### config.mk
export PLATFORM = sky130hd
export DESIGN_NAME = sdpram_arbiter
export DESIGN_NICKNAME = d
export VERILOG_FILES = /design/src/rtl/sdpram_pkg.sv /design/src/rtl/rr_arbiter.sv /design/src/rtl/sdpram_arbiter.sv
export SDC_FILE = /design/constraint.sdc
export NUM_CORES = 1
export LEC_CHECK = 0
export ABC_CLOCK_PERIOD_IN_PS = 5600
export CAP_MARGIN = 15
export CORE_AREA = 4 4 139 141
export CTS_CLUSTER_DIAMETER = 60
export DETAILED_ROUTE_END_ITERATION = 12
export DIE_AREA = 0 0 143 145
export PLACE_DENSITY = 0.69
export SETUP_SLACK_MARGIN = 0.4
export SYNTH_ARGS = -nofsm -noshare
export SYNTH_HDL_FRONTEND = slang
export SYNTH_SLANG_ARGS = --single-unit
### constraint.sdc
create_clock -name clk -period 5.6 [get_ports clk]
set_input_delay 0.56 -clock clk [delete_from_list [all_inputs] [get_ports clk]]
set_output_delay 0.56 -clock clk [all_outputs]
set_load 0.1 [all_outputs]
### src/rtl/sdpram_pkg.sv
// sdpram_pkg: shared defaults and the round-robin pick function for sdpram_arbiter.
package sdpram_pkg;
    localparam int DEF_DATA_WIDTH = 32;
    localparam int DEF_MEM_DEPTH = 1024;
    localparam int MAX_REQ = 8;
    function automatic logic [MAX_REQ-1:0] rr_pick(input logic [MAX_REQ-1:0] req, input logic [2:0] ptr, input int n);
        logic [MAX_REQ-1:0] g;
        int idx;
        g = '0;
        // Scan from the farthest offset down so the nearest requester after ptr wins.
        for (int k = MAX_REQ - 1; k >= 0; k--) begin
            idx = (int'(ptr) + k) % n;
            if (k < n && req[idx]) g = {{(MAX_REQ-1){1'b0}}, 1'b1} << idx;
        end
        return g;
    endfunction
endpackage

### src/rtl/rr_arbiter.sv
// rr_arbiter: combinational round-robin grant; pointer moves past the winner only when advance is set.
module rr_arbiter import sdpram_pkg::*; #(
    parameter int NUM_REQ = 4
) (
    input  logic               clk,
    input  logic               rst,
    input  logic [NUM_REQ-1:0] req,
    input  logic               advance,
    output logic [NUM_REQ-1:0] gnt
);
    localparam int PW = (NUM_REQ > 1) ? $clog2(NUM_REQ) : 1;
    logic [PW-1:0] ptr, nxt;
    assign gnt = rst ? NUM_REQ'(rr_pick(MAX_REQ'(req), 3'(ptr), NUM_REQ)) : '0;
    always_comb begin
        nxt = ptr;
        for (int i = 0; i < NUM_REQ; i++)
            if (gnt[i]) nxt = (i == NUM_REQ - 1) ? '0 : PW'(i + 1);
    end
    always_ff @(posedge clk or negedge rst) begin
        if (!rst) ptr <= '0;
        else if (advance && |gnt) ptr <= nxt;
    end
endmodule

### src/rtl/sdpram_arbiter.sv
// sdpram_arbiter: shares the simple dual-port RAM's write and read ports among NUM_REQ clients,
// routing read responses back by id and deferring reads that collide with a same-cycle write.
module sdpram_arbiter import sdpram_pkg::*; #(
    parameter int NUM_REQ    = 4,
    parameter int DATA_WIDTH = DEF_DATA_WIDTH,
    parameter int MEM_DEPTH  = DEF_MEM_DEPTH,
    parameter int ADDR_WIDTH = $clog2(MEM_DEPTH),
    parameter int STRB_WIDTH = DATA_WIDTH / 8
) (
    input  logic                                clk,
    input  logic                                rst,
    input  logic [NUM_REQ-1:0]                  wr_req,
    input  logic [NUM_REQ-1:0][ADDR_WIDTH-1:0]  wr_addr,
    input  logic [NUM_REQ-1:0][DATA_WIDTH-1:0]  wr_data,
    input  logic [NUM_REQ-1:0][STRB_WIDTH-1:0]  wr_strb,
    output logic [NUM_REQ-1:0]                  wr_gnt,
    input  logic [NUM_REQ-1:0]                  rd_req,
    input  logic [NUM_REQ-1:0][ADDR_WIDTH-1:0]  rd_addr,
    output logic [NUM_REQ-1:0]                  rd_gnt,
    output logic [NUM_REQ-1:0]                  rd_valid,
    output logic [DATA_WIDTH-1:0]               rd_data,
    output logic [STRB_WIDTH-1:0]               wena,
    output logic [ADDR_WIDTH-1:0]               addra,
    output logic [DATA_WIDTH-1:0]               dina,
    output logic                                renb,
    output logic [ADDR_WIDTH-1:0]               addrb,
    input  logic [DATA_WIDTH-1:0]               doutb
);
    logic [NUM_REQ-1:0] rd_cand, rd_id;
    logic [ADDR_WIDTH-1:0] sel_wa, sel_ra;
    logic [DATA_WIDTH-1:0] sel_wd;
    logic [STRB_WIDTH-1:0] sel_ws;
    logic coll;
    rr_arbiter #(.NUM_REQ(NUM_REQ)) u_wr_arb (.clk(clk), .rst(rst), .req(wr_req), .advance(1'b1), .gnt(wr_gnt));
    rr_arbiter #(.NUM_REQ(NUM_REQ)) u_rd_arb (.clk(clk), .rst(rst), .req(rd_req), .advance(!coll), .gnt(rd_cand));
    always_comb begin
        sel_wa = '0;
        sel_wd = '0;
        sel_ws = '0;
        sel_ra = '0;
        for (int i = 0; i < NUM_REQ; i++) begin
            if (wr_gnt[i]) begin
                sel_wa = wr_addr[i];
                sel_wd = wr_data[i];
                sel_ws = wr_strb[i];
            end
            if (rd_cand[i]) sel_ra = rd_addr[i];
        end
    end
    // A read issued alongside a real write to its address would fetch stale data; retry it next cycle.
    assign coll = |wr_gnt && |sel_ws && |rd_cand && (sel_ra == sel_wa);
    assign rd_gnt = coll ? '0 : rd_cand;
    // doutb is already the RAM's output register, so it is presented directly in the response cycle.
    assign rd_data = |rd_valid ? doutb : '0;
    always_ff @(posedge clk or negedge rst) begin
        if (!rst) begin
            wena <= '0;
            addra <= '0;
            dina <= '0;
            renb <= 1'b0;
            addrb <= '0;
            rd_id <= '0;
            rd_valid <= '0;
        end else begin
            wena <= |wr_gnt ? sel_ws : '0;
            if (|wr_gnt) begin
                addra <= sel_wa;
                dina <= sel_wd;
            end
            renb <= |rd_gnt;
            if (|rd_gnt) addrb <= sel_ra;
            rd_id <= rd_gnt;
            rd_valid <= rd_id;
        end
    end
endmodule
==> metrics.md <==
| Metric | Value |
|---|---|
| DRT iter0 DRCs | `around 310` |
| Setup repair after global routing missed its margin | `no` |
| Kind of start point of the critical path | `primary input` |
| Global routing usage summed across all routing layers | `0.237` |
| Net count after synthesis | `885` |
| Worst flop-to-flop path endpoint | `addrb[9]` |
| Layout cell share with drive strength beyond 1 | `0.122` |
| Slowest stage cell on the critical path | `mux4_2` |
| X dimension of the die | `roughly 140 µm` |
| Top flip-flop cell by instance count after synthesis | `dfrtp_1` |
| Largest net degree at the start of global routing | `58` |
| Wire length of the first global-routing pass | `around 38000 µm` |
| DRT Pass-1 Iters | `4` |
| Cell types with the largest area share after synthesis | `dfrtp_1 32%, a221oi_1 6.9%, a221o_1 6.2%` |
| Buffer type at the clock tree root | `clkbuf_16` |
| Vias in the first global route | `about 6600` |
| Arrival time at the worst endpoint | `4.45 ns` |
| Part of the Yosys area used for sequential elements | `0.323` |
| Async set or reset register ratio after synthesis | `1.00` |
| Clock tree buffer depth | `2` |
| Transition at the pin with the smallest max-transition slack | `between 1 and 1.5 ns` |
| Synthesized area divided by synthesized cell count | `8.86 µm²` |
| Final antenna-violating net count | `0` |
| Total number of vias | `~6600` |
| Hold violation count in the final report | `0` |
| Post-synthesis instance area | `0.00534 mm²` |
| Die height | `between 100 and 150 µm` |
| Number of CTS-inserted buffers | `9` |
| Via-to-Cell Ratio | `between 5 and 6` |
| Routed length per instance | `21.7 µm` |
| Overflow left after global routing | `0` |
| Placement Rows | `49` |
| Total of flip-flops plus latches after synthesis | `69` |
| Unique masters post-synth | `62` |
| Effective utilization at floorplan | `0.297` |
| Final Cycle Share | `0.894` |
| Delay of the slowest cell on the worst path | `0.58 ns` |
| Number of enable flip-flop cells after synthesis | `0` |
| RR Startpoint | `u_rd_arb.ptr[0]` |
| Number of pins with negative max-slew slack in the final report | `0` |
| Combined area of the multi-input logic cells | `roughly 0.0035 mm²` |
| H-tree lvl count | `3` |
| Kind of capture point of the worst setup path | `output port` |
| Worst-path maximum fanout | `9` |
| Count of port buffers added during placement | `366` |
| Buffer and inverter count on the worst path | `4` |
| Placeable core region | `0.0180 mm²` |
| WP data required | `a little over 5 ns` |
| Worst min-delay path category | `in2async` |
| Area used by sequential logic in the layout | `0.00173 mm²` |
| Clock transition at the registers of the reported paths | `0.06 ns` |
| Logic depth of the worst register-to-register path | `12` |
| Setup violators final | `0` |
| Detailed-placement wirelength estimate | `21100 µm` |
| Ports | `roughly 370` |
| Result of the run | `finished, final reports clean` |
| Largest clock skew in the final design | `about 0.0064 ns` |
| Total negative slack for setup checks | `0 ns` |
| Area grow syn2layout | `85.4%` |
| Final worst path period need | `5.01 ns` |
| Critical path, cell by cell | `clkdlybuf4s50_1, mux4_2, buf_4, o41a_1, a31oi_2, buf_4, nand2_1, a311o_1, and3_1, nor3_1, nor4b_2, and3_4, nor2_2, buf_12` |
| Number of instances in the synthesized netlist | `603` |
| FF-to-FF setup slack | `1.13 ns` |
| Post-synthesis cell type with the largest combined area | `dfrtp_1` |
| Antenna violations before repair | `3` |
| Highest attainable clock frequency | `200 MHz` |
| Most used cell along the critical path | `buf_4` |
| Sinks on the clock net | `a little under 70` |
| Crit path max-delay family | `buffers and inverters` |
| Worst-case headroom to the max-slew limit | `0.254` |
| Crit Path Class | `in2out` |
| Overall die area | `0.0207 mm²` |
| Post-Route Utilization | `0.551` |
| Number of nets at the end of the flow | `about 1300` |
| Remaining design rule violation count | `0` |
| TritonCTS clock tree | `done` |
| Number of hold buffers added after cts | `0` |
| Filler Cell Count | `1631` |
| Global placer's final weighted congestion | `0.893` |
| Worst skew pair latency | `0.34 ns` |
| Max Cap Violations | `0` |
| Wire length after detailed routing | `26100 µm` |
| Area share of the largest cell type after synthesis | `0.323` |
| Yosys warning count | `0` |
[layer usage]
layer  GRT usage  share of wire  vias to the layer above
li1            -              -                     3067
met1       0.261           0.37                     3153
met2       0.429           0.51                      313
met3      0.0731          0.093                       45
met4      0.0775          0.027                        4
met5           0         0.0013                        -
[how the worst max path moves through the flow]
stage | from | endpoint | slack, ns | cells past startpoint
finish | rd_req[1] | rd_gnt[2] | 0.59 | 14
global route | u_wr_arb.ptr[1] | rd_gnt[0] | 0.37 | 14
CTS | rd_req[2] | rd_gnt[3] | 0.42 | 13
detailed placement | rd_req[2] | rd_gnt[3] | 0.23 | 13
global placement | rd_req[0] | rd_gnt[3] | 0.33 | 13
floorplan | u_wr_arb.ptr[0] | rd_gnt[0] | 0.43 | 15
[through the flow]
| stage | worst slack (ns) | hold WS [ns] | cells | cell area (µm²) |
|---|---|---|---|---|
| 2_1_floorplan | 0.433 | 0.264 | 603 | 5350 |
| 3_3_place_gp | 0.329 | 0.348 | 1183 | 9430 |
| 3_5_place_dp | 0.230 | 0.347 | 1183 | 9430 |
| 4_1_cts | 0.423 | 0.202 | 1199 | 9780 |
| 5_1_grt | 0.365 | 0.225 | 1207 | 9900 |
| 6_report | 0.593 | 0.194 | 1207 | 9900 |
[cells in the mapped netlist, drive strengths merged, types with 7 or more instances]
cell type and instances:
a21o 14, ha 16, mux2 14, o21ai 13, a311oi 7, nand2 42, a21oi 20, dfrtp 69
a221oi 43, nor2 57, clkbuf 29, nor3 39, o31ai 12, nor2b 40, a221o 33, inv 19
and3 7, nand3 12, a211oi 10, buf 21, nor4 8, mux2i 8
[what timing repair did]
item / in CTS / in global routing
endpoints found under the setup margin: 4 / 4
pin swaps: 0 / 6
gates resized for setup: 6 / 17
setup buffers: 0 / 6
gates cloned: 0 / 1
endpoints found under the hold margin: 0 / 0
[layout by cell type (no fill, tap or decap), drive strengths merged, types with 8 or more instances in the layout]
cell type | synthesis | routed
a211oi | 10 | 10
a21o | 14 | 14
a21oi | 20 | 20
a221o | 33 | 33
a221oi | 43 | 43
buf | 21 | 50
clkbuf | 29 | 11
clkdlybuf4s50 | 0 | 355
dfrtp | 69 | 69
ha | 16 | 16
inv | 19 | 19
mux2 | 14 | 14
mux2i | 8 | 8
nand2 | 42 | 42
nand3 | 12 | 12
nor2 | 57 | 57
nor2b | 40 | 40
nor3 | 39 | 39
nor4 | 8 | 8
o21ai | 13 | 13
o31ai | 12 | 12
[flip-flops by register name (all words and copies together), names as in the netlist]
register      cells
rd_id             4
wena              4
addrb            10
renb              1
u_wr_arb.ptr      2
rd_valid          4
addra            10
u_rd_arb.ptr      2
dina             32
[worst register-to-register path, delay by kind of cell, from the launching register on]
family	cells	cell delay, ns
AO/OA/AOI/OAI	5	1.74
multiplexers	2	0.97
flip-flops	1	0.42
adder cells (fa/ha/maj)	1	0.40
buffers and inverters	2	0.32
XOR/XNOR	1	0.25
AND/OR/NAND/NOR	1	0.25
[kinds of logic (layout without fill, tap and decap cells)]
kind of cell / count (synthesis) / after routing / synth area share
xor+xnor: 5 / 5 / 0.00820
simple gates: 227 / 227 / 0.214
fa+ha+maj: 16 / 16 / 0.0375
compound gates: 189 / 190 / 0.290
buf+inv: 69 / 442 / 0.0525
mux: 28 / 28 / 0.0747
other cells: 0 / 1 / 0
flops: 69 / 69 / 0.323
[layout make-up]
type                    count  area share
diodes                      1    0.000253
clock buffers              11      0.0245
clock inverters             5     0.00847
inverters                  19     0.00720
multi-input cells         466       0.349
flip-flops and latches     69       0.175
well taps                 229      0.0289
repair buffers            407       0.407
Power of run 1 is not shown: default switching activity piles up to over one toggle a cycle in this logic, so the estimate is an artifact.
